File: config.mk
export PLATFORM = sky130hd
export DESIGN_NAME = csr_unit
export DESIGN_NICKNAME = d
export VERILOG_FILES = /design/src/rtl/riscv151_csr_pkg.sv /design/src/rtl/csr_counter64.sv /design/src/rtl/csr_unit.sv
export SDC_FILE = /design/constraint.sdc
export NUM_CORES = 1
export LEC_CHECK = 0
export CAP_MARGIN = 5
export CORE_UTILIZATION = 30
export DETAILED_ROUTE_END_ITERATION = 10
export MAX_ROUTING_LAYER = met4
export PLACE_DENSITY_LB_ADDON = 0.25
export SLEW_MARGIN = 20
export SYNTH_ARGS = -nofsm -noshare
export SYNTH_HDL_FRONTEND = slang
export SYNTH_SLANG_ARGS = --single-unit
File: constraint.sdc
create_clock -name clk -period 7.1 [get_ports clk]
set_clock_uncertainty 0.1 [all_clocks]
set_input_delay 0.71 -clock clk [delete_from_list [all_inputs] [get_ports clk]]
set_output_delay 0.71 -clock clk [all_outputs]
set_load 0.01 [all_outputs]
File: src/rtl/riscv151_csr_pkg.sv
// Shared definitions for the Riscv151 CSR unit.
// Holds the supported CSR addresses, the csr_op encoding, the reset constants
// and a small address decoder. The decoder maps each address onto the
// physical register it touches and whether that alias is read-only.
`timescale 1ns/1ps
package riscv151_csr_pkg;

  // CSR address map
  localparam logic [11:0] CSR_TOHOST    = 12'h51E;
  localparam logic [11:0] CSR_CYCLE     = 12'hC00;
  localparam logic [11:0] CSR_CYCLEH    = 12'hC80;
  localparam logic [11:0] CSR_INSTRET   = 12'hC02;
  localparam logic [11:0] CSR_INSTRETH  = 12'hC82;
  localparam logic [11:0] CSR_MCYCLE    = 12'hB00;
  localparam logic [11:0] CSR_MCYCLEH   = 12'hB80;
  localparam logic [11:0] CSR_MINSTRET  = 12'hB02;
  localparam logic [11:0] CSR_MINSTRETH = 12'hB82;

  // Reset constants
  localparam logic [31:0] RESET_TOHOST_DEFAULT = 32'h0000_0000;
  localparam logic [63:0] COUNTER_RESET        = 64'd0;

  // csr_op encoding; 2'b00 is a no-op
  typedef enum logic [1:0] {
    CSR_NOP = 2'b00,
    CSR_RW  = 2'b01,
    CSR_RS  = 2'b10,
    CSR_RC  = 2'b11
  } csr_op_e;

  // Physical register selected by an address
  typedef enum logic [2:0] {
    SelNone,
    SelTohost,
    SelCycleLo,
    SelCycleHi,
    SelInstretLo,
    SelInstretHi
  } csr_sel_e;

  typedef struct packed {
    csr_sel_e sel;
    logic     ro;
  } csr_decode_t;

  // The user-mode counter aliases (0xCxx) are read-only views of the same
  // counters that the machine-mode aliases (0xBxx) can write.
  function automatic csr_decode_t csr_decode(input logic [11:0] addr,
                                             input logic [11:0] tohost_addr);
    csr_decode_t d;
    d.sel = SelNone;
    d.ro  = 1'b0;
    if (addr == tohost_addr) begin
      d.sel = SelTohost;
    end else begin
      case (addr)
        CSR_CYCLE:     begin d.sel = SelCycleLo;   d.ro = 1'b1; end
        CSR_CYCLEH:    begin d.sel = SelCycleHi;   d.ro = 1'b1; end
        CSR_INSTRET:   begin d.sel = SelInstretLo; d.ro = 1'b1; end
        CSR_INSTRETH:  begin d.sel = SelInstretHi; d.ro = 1'b1; end
        CSR_MCYCLE:    d.sel = SelCycleLo;
        CSR_MCYCLEH:   d.sel = SelCycleHi;
        CSR_MINSTRET:  d.sel = SelInstretLo;
        CSR_MINSTRETH: d.sel = SelInstretHi;
        default:       d.sel = SelNone;
      endcase
    end
    return d;
  endfunction

endpackage

File: src/rtl/csr_counter64.sv
// 64-bit performance counter with 32-bit half write ports.
// Ports:
//   clk, rst  - clock, asynchronous active-low reset (clears the count)
//   inc       - add one to the whole counter this cycle
//   wr_lo     - load wdata into bits [31:0]
//   wr_hi     - load wdata into bits [63:32]
//   wdata     - write data for either half
//   value     - current count
// A half write takes priority over the increment: the written half takes
// wdata and the other half holds, with no carry between them.
`timescale 1ns/1ps
module csr_counter64
  import riscv151_csr_pkg::*;
(
  input  logic        clk,
  input  logic        rst,
  input  logic        inc,
  input  logic        wr_lo,
  input  logic        wr_hi,
  input  logic [31:0] wdata,
  output logic [63:0] value
);

  logic [63:0] cnt_q, cnt_d;

  always_comb begin
    cnt_d = cnt_q;
    if (wr_lo) begin
      cnt_d[31:0] = wdata;
    end else if (wr_hi) begin
      cnt_d[63:32] = wdata;
    end else if (inc) begin
      cnt_d = cnt_q + 64'd1;  // wraps naturally at 2^64
    end
  end

  always_ff @(posedge clk or negedge rst) begin
    if (!rst) begin
      cnt_q <= COUNTER_RESET;
    end else begin
      cnt_q <= cnt_d;
    end
  end

  assign value = cnt_q;

endmodule

File: src/rtl/csr_unit.sv
// Control/status register unit for the Riscv151 execute stage.
// Executes csrrw/csrrs/csrrc (immediate forms arrive already muxed onto
// csr_wdata), holds the tohost register and the cycle/instret counters.
// Ports:
//   clk, rst     - clock, asynchronous active-low reset
//   csr_en       - a CSR instruction is in execute this cycle
//   csr_op       - 01 RW, 10 RS, 11 RC, 00 no-op
//   csr_addr     - CSR address
//   csr_wdata    - rs1 value or zero-extended uimm
//   src_is_zero  - rs1 index / uimm is zero (suppresses RS/RC writes)
//   stall        - blocks writes and the instret increment
//   instr_retire - an instruction retires this cycle
//   csr_rdata    - old CSR value (combinational), zero when idle/illegal
//   illegal      - unsupported address or write to a read-only CSR
//   tohost       - registered tohost value
//   tohost_wr    - one-cycle pulse after each committed tohost write
`timescale 1ns/1ps
module csr_unit
  import riscv151_csr_pkg::*;
#(
  parameter logic [31:0] RESET_TOHOST = RESET_TOHOST_DEFAULT,
  parameter logic [11:0] TOHOST_ADDR  = CSR_TOHOST
) (
  input  logic        clk,
  input  logic        rst,
  input  logic        csr_en,
  input  logic [1:0]  csr_op,
  input  logic [11:0] csr_addr,
  input  logic [31:0] csr_wdata,
  input  logic        src_is_zero,
  input  logic        stall,
  input  logic        instr_retire,
  output logic [31:0] csr_rdata,
  output logic        illegal,
  output logic [31:0] tohost,
  output logic        tohost_wr
);

  csr_decode_t dec;
  csr_op_e     op;
  logic [31:0] old_val;
  logic [31:0] new_val;
  logic        writes;
  logic        illegal_c;
  logic        wr_req;
  logic [63:0] cycle_val;
  logic [63:0] instret_val;
  logic [31:0] tohost_q;
  logic        tohost_wr_q;

  assign dec = csr_decode(csr_addr, TOHOST_ADDR);
  assign op  = csr_op_e'(csr_op);

  // Current value of the addressed register
  always_comb begin
    old_val = '0;
    case (dec.sel)
      SelTohost:    old_val = tohost_q;
      SelCycleLo:   old_val = cycle_val[31:0];
      SelCycleHi:   old_val = cycle_val[63:32];
      SelInstretLo: old_val = instret_val[31:0];
      SelInstretHi: old_val = instret_val[63:32];
      default:      old_val = '0;
    endcase
  end

  // RW always writes; RS/RC only write with a non-zero source. This is what
  // makes csrrs rd, cycle, x0 a legal read of a read-only counter.
  assign writes = (op == CSR_RW) || ((op != CSR_NOP) && !src_is_zero);

  assign illegal_c = csr_en && (op != CSR_NOP) &&
                     ((dec.sel == SelNone) || (dec.ro && writes));

  assign illegal   = illegal_c;
  assign csr_rdata = (csr_en && !illegal_c) ? old_val : '0;

  always_comb begin
    new_val = csr_wdata;
    unique case (op)
      CSR_RW:  new_val = csr_wdata;
      CSR_RS:  new_val = old_val | csr_wdata;
      CSR_RC:  new_val = old_val & ~csr_wdata;
      CSR_NOP: new_val = csr_wdata;
    endcase
  end

  // A stalled instruction is re-presented, so committing only when stall is
  // low gives exactly one commit per instruction.
  assign wr_req = csr_en && !stall && !illegal_c && (op != CSR_NOP) && writes;

  always_ff @(posedge clk or negedge rst) begin
    if (!rst) begin
      tohost_q    <= RESET_TOHOST;
      tohost_wr_q <= 1'b0;
    end else begin
      tohost_wr_q <= wr_req && (dec.sel == SelTohost);
      if (wr_req && (dec.sel == SelTohost)) begin
        tohost_q <= new_val;
      end
    end
  end

  assign tohost    = tohost_q;
  assign tohost_wr = tohost_wr_q;

  // cycle counts every cycle out of reset, stalled or not
  csr_counter64 u_cycle (
    .clk   (clk),
    .rst   (rst),
    .inc   (1'b1),
    .wr_lo (wr_req && (dec.sel == SelCycleLo)),
    .wr_hi (wr_req && (dec.sel == SelCycleHi)),
    .wdata (new_val),
    .value (cycle_val)
  );

  csr_counter64 u_instret (
    .clk   (clk),
    .rst   (rst),
    .inc   (instr_retire && !stall),
    .wr_lo (wr_req && (dec.sel == SelInstretLo)),
    .wr_hi (wr_req && (dec.sel == SelInstretHi)),
    .wdata (new_val),
    .value (instret_val)
  );

endmodule

==> results.toml <==
[status]
status = "complete, no violations"

[synth]
synth_edf_count = 0
syn-cell-area_um2 = 11300
synth.avg_cell_area_um2 = 8.25
synthesis.nets = 1429
synth_seq_cells = 161
synth_cells = 1375
synth_top_flop_cell = "dfrtp_1"
async_reset_ff_share_pct = 100
synth_cell_types = 86
ys_seq_area_share_pct = 35.5
yosysWarnings = 0

[pwr]
power_density_nw_per_um2 = 170
p_leak_nw = 4.99
ir_worst_vdd_uv = 158

[sta]
hold_viol = 0
worst_pin_slew_ps = 1170
period_share_pct = 72.8
hold_slack_ps = 318
rsz0062_at_grt = "no"
max_slew_margin_pct = 21.9
fin_ws_ps = 1930
slew_viol_final = 0
setup_viol = 0
fin_tns_setup_ps = 0
timing.fmax_mhz = 193
min_period_ps = 5170

[route]
remaining_drc_errors = 0
routed_via_density = 6.07
vias = 11909
routedWlPerCell_um = 24.9
drt_iter0_drc = 1445
drt-pass1-iter-count = 8
finalWirelength_mm = 48.9
antenna_left = 0

[clock_network]
clockBufferDepth = 2
post_cts_buffers = 0
cts_tree = "done"
post_cts_resize_count = 0
cts_buffers = 17
h-tree-depth = 4
clock-sinks = 161
cts_root_buf = "clkbuf_16"
clkTransAtPathRegs_ps = 70
hold_buffers = 0
clk_latency_ps = 440

[cells_and_area]
area_delta_synth_final_pct = 19.9
fillers = 3735
multi_input_area_um2 = 6850
final-seq-area_um2 = 4030
nets = 1501
antennaDiodeCount = 0
fin_util_pct = 36.9
drive_above_1_share_pct = 9.80

[grt]
grt_max_degree = 101
met2_usage_pct = 41.3
grtUsageMet3_pct = 3.75
track_usage_pct = 26.0
busiest_layer = "met2"
antenna_found_initial = 0
grt_overflow = 0
grt_pass1_wl_mm = 73.2
met1_usage_pct = 34.2
first_global_vias = 11176

[setup_path]
critPathMostFrequentCell = "clkdlybuf4s50_1"
critical_path_cell_count = 9
slowest_stage = "nor3_1"
required_ps = 6290
critPathBufInv = 3
cp.arrival_ps = 4360
cpLargestDelayFamily = "buffers and inverters"
r2r-start = "u_instret.value[0]"
critPathLaunch = "csr_addr[5]"
r2r_end = "u_instret.value[42]"
critPathMaxStageDelay_ps = 690
crit_path_start_kind = "input pin"
worstSetupPathType = "input pin to output port"
cp_cell_sequence = "clkdlybuf4s50_1 > nor3_1 > o2111ai_2 > nor2_2 > buf_4 > a22oi_1 > o211ai_1 > nor2b_1 > clkdlybuf4s50_1"
crit_fanout = 28
rrSetupSlack_ps = 3650
r2r_cells = 8
cp-endpoint = "csr_rdata[17]"
worst_setup_path_end_kind = "output port"

[die]
dieWidth_um = 196
start_util_pct = 30.8
fp.dieH_um = 196
io_pins = 118
rows = 70
core_um2 = 36900
die-area_um2 = 38600

[run]
drv_cap = 0

[placement]
gp_congestion = 0.934
hpwl_mm = 35.2
portBuffers = 117
pre_cts_slack_ps = 2040

[min_path]
hp-class = "input pin to asynchronous set/reset pin"
-- registers in the layout, indices dropped and copies added (netlist names) --
name,flops
tohost,32
u_cycle.value,64
tohost_wr,1
u_instret.value,64
-- cell usage in the layout, fill, tap and decap left out, drive strengths merged, types with 4 or more instances in the layout --
cell           instances
o21ai                165
and3                  28
nand3                 61
nand4                 41
or3                   12
mux2i                 38
o21a                   7
o221ai                 4
nor3                  41
a221oi                 9
a21oi                111
or4                    7
a22oi                 22
o22ai                 12
dfrtp                161
nor2                  91
nor4                  19
nor4b                  5
nand2                133
clkbuf                19
nand4b                 5
o211ai                22
a31oi                 46
o31a                   8
inv                   46
clkdlybuf4s50        115
nor3b                  7
and2                  17
a41oi                  9
buf                   24
mux2                  22
nor2b                 36
xnor2                  4
nand2b                 5
a222oi                17
a21o                   5
nand3b                 4
a211oi                17
and4                  18
-- synth_stat cells (all sizes together) (18+ instances only) --
| master | instances | area share [%] |
|---|---|---|
| a22oi | 22 | 1.5 |
| buf | 33 | 1.7 |
| clkbuf | 53 | 1.8 |
| nor4 | 19 | 1.8 |
| o21ai | 165 | 7.4 |
| nand4 | 41 | 2.3 |
| a21oi | 111 | 4.9 |
| inv | 41 | 1.4 |
| nor2 | 91 | 3.1 |
| mux2i | 38 | 3.4 |
| dfrtp | 161 | 36 |
| and4 | 18 | 1.4 |
| nand2 | 133 | 4.4 |
| and3 | 28 | 1.6 |
| a31oi | 46 | 3.0 |
| nor3 | 41 | 1.9 |
| o211ai | 22 | 1.6 |
| nor2b | 36 | 2.0 |
| nand3 | 61 | 2.7 |
| mux2 | 22 | 2.2 |
-- logic make-up after synthesis --
kind of cell	count (synthesis)	share of synthesized area [%]
adders and majority gates	2	0.221
and+or+nand+nor	541	26.1
muxes	60	5.54
buffers and inverters	127	4.80
AOI/OAI and AO/OA	479	27.4
DFF	161	35.5
xor gates and xnor gates	5	0.386
-- cell type report --
cell class / instances / share of cell area (%)
multi-input cells: 1087 / 50.4
clock buffers: 19 / 3.33
inverters: 41 / 1.13
well taps: 504 / 4.64
clock inverters: 12 / 1.09
repair buffers: 139 / 9.80
flip-flops and latches: 161 / 29.6
-- per-layer routing --
layer	share of wire [%]	wire, µm
met1	43	21100
met3	6.9	3380
met2	47	23200
met5	0	0
met4	2.6	1270
-- where the power goes --
part | total, mW | internal [mW] | switching [mW]
Combinational | 0.277 | 0.101 | 0.177
Sequential | 1.05 | 0.961 | 0.0914
Clock | 0.984 | 0.545 | 0.439
-- metrics by stage --
stage	total power, mW	std cells	instance area (µm²)
finish	2.31	1963	13600
global route	2.38	1963	13600
CTS	2.31	1963	13600
detailed placement	1.34	1932	13000
global placement	1.33	1932	13000
floorplan	1.19	1375	11300
-- worst min path at each step --
stage,startpoint,endpoint,slack (ps),depth (start not counted)
finish,rst,tohost[12],320,1
global route,rst,tohost[12],390,1
CTS,rst,u_cycle.value[12],360,1
detailed placement,tohost[6],tohost[6],400,2
global placement,tohost[6],tohost[6],390,2
floorplan,rst,tohost[0],310,0
(Power assumes the default switching activity.)
==> RTL change (same settings) <==
Make the reset (`rst`) synchronous in 2 clocked blocks. Comments in the files are not updated.
--- a/src/rtl/csr_counter64.sv
+++ b/src/rtl/csr_counter64.sv
@@ -36,3 +36,3 @@
 
-  always_ff @(posedge clk or negedge rst) begin
+  always_ff @(posedge clk) begin
     if (!rst) begin
--- a/src/rtl/csr_unit.sv
+++ b/src/rtl/csr_unit.sv
@@ -90,3 +90,3 @@
 
-  always_ff @(posedge clk or negedge rst) begin
+  always_ff @(posedge clk) begin
     if (!rst) begin
Behaviour: not the same (Yosys sat finds a counterexample within 4 cycles, from zero or initial values and one cycle with rst low; the reset may be asserted at any time).
==> RTL change against the unedited design <==
Final cell count increased by 2.5%. Power decreased by 11%. Area after synthesis decreased by 2.3%. Combinational power decreased by 37%. Sequential cell count unchanged. Design area decreased by 2.9%. First-iteration DRC count increased by 15%. Sequential share of layout area decreased by 5.2 points. Wire length increased by 7.4%. Worst setup slack got worse by 0.22 ns.
==> RTL change: results (changes against the unedited design) <==
[place]
place_ws_ns=1.85  ; -0.191 ns
place_hpwl_mm=37.2  ; +5.6%
place.gp.congestion=0.943  ; +0.91%
dpl.cell_count=1980  ; +2.5%
place_area_sq_um=12600  ; -2.9%

[floorplan]
core_region_area_sq_um=36500  ; -0.95%

[yosys]
synth_compound_area_frac=0.315  ; +0.0407
synth_seq_area_share=0.291  ; -0.0644
synthArstFlopShare=0  ; -1.00
synth_fa_ha_area_frac=0.00226  ; +0.0000513
synthTopCellsByArea=dfxtp_1 (29%), o21ai_0 (6.1%), nand2_1 (4.9%)
syn_area_per_cell_sq_um=7.50  ; -9.1%
synth_common_cells=dfxtp_1 (161), nand2_1 (144), o21ai_0 (136), nand3_1 (103), clkbuf_1 (88)
synth_mux_area_frac=0.0445  ; -0.0109
synth-xor-area-share=0  ; -0.00386
syn_nets=1533  ; +7.3%

[global_route]
grt_usage=0.283  ; +0.0228
grt_max_degree=64  ; -37%
grt_pass1_vias=12000  ; +7.8%
grt_pass1_wl_mm=79.0  ; +8.0%

[critical_path]
worst-path-max-fanout=41  ; +46%
worst_path_max_delay_cell=clkdlybuf4s50_1
crit_arrival_ns=4.59  ; +0.23 ns
ff2ff_setup_slack_ns=3.83  ; +0.18 ns

[final_layout]
num-nonclk-inverters=19  ; -54%
n_all_buffers=140  ; +0.72%
sh_seq_area=0.244  ; -0.0523
clockNetworkAreaShare=0.0448  ; +0.000541
final_nets=1585  ; +5.6%
clock_buffers=22  ; +3
buf_share=0.101  ; +0.00316
multi_input_cells=1192  ; +9.7%
drive_above_1_share=0.0712  ; -0.0268
area_delta_synth_final_pct=19.2
multi_input_area_share=0.560  ; +0.0566

[routing]
wl_per_cell_microns=26.1  ; +4.8%
met3_length_mm=5.18  ; +53%
initialDrtViolationCount=1667  ; +15%
wl_met1_mm=22.9  ; +8.4%
via_per_inst=6.49  ; +6.9%
drt-total-wl_mm=52.5  ; +7.4%
route.met2.wl_mm=22.4  ; -3.3%
dr.pass1.iters=6  ; -2

[power_and_ir_drop]
p_comb_mw=0.174  ; -37%
power.switching_mw=0.547  ; -23%
finalPower_mw=2.05  ; -11%
p_leak_nw=3.96  ; -21%
seq-power_mw=0.908  ; -14%

[outcome]
status=complete, no violations

[timing]
relSlewSlack=0.225  ; +0.00560

[min_path]
hp-class=reg -> reg

## RTL change: cell count changes after synthesis, sizes merged, moves of 19 or more
cell | before | now
a21oi | 111 | 58
a22oi | 22 | 59
a31oi | 46 | 25
clkbuf | 53 | 88
dfrtp | 161 | 0
dfxtp | 0 | 161
inv | 41 | 17
nand3 | 61 | 104
nor2b | 36 | 55
o21ai | 165 | 138
o221ai | 4 | 34
o22ai | 12 | 48
## RTL change: path summary, 6_finish.rpt
| check | from | endpoint | cells after the start |
|---|---|---|---|
| worst min-delay path | tohost[21] | tohost[21] | 2 |
| worst max-delay path | csr_addr[5] | csr_rdata[16] | 10 |
| worst max register to register | u_instret.value[12] | u_instret.value[45] | 7 |
| worst min register to register | tohost[21] | tohost[21] | 2 |
## RTL change: metal layers
metal | up-vias | global-route usage
li1 | 5838 | -
met1 | 6279 | 0.383
met2 | 804 | 0.414
met3 | 127 | 0.0508
met4 | 0 | 0.113
met5 | - | -
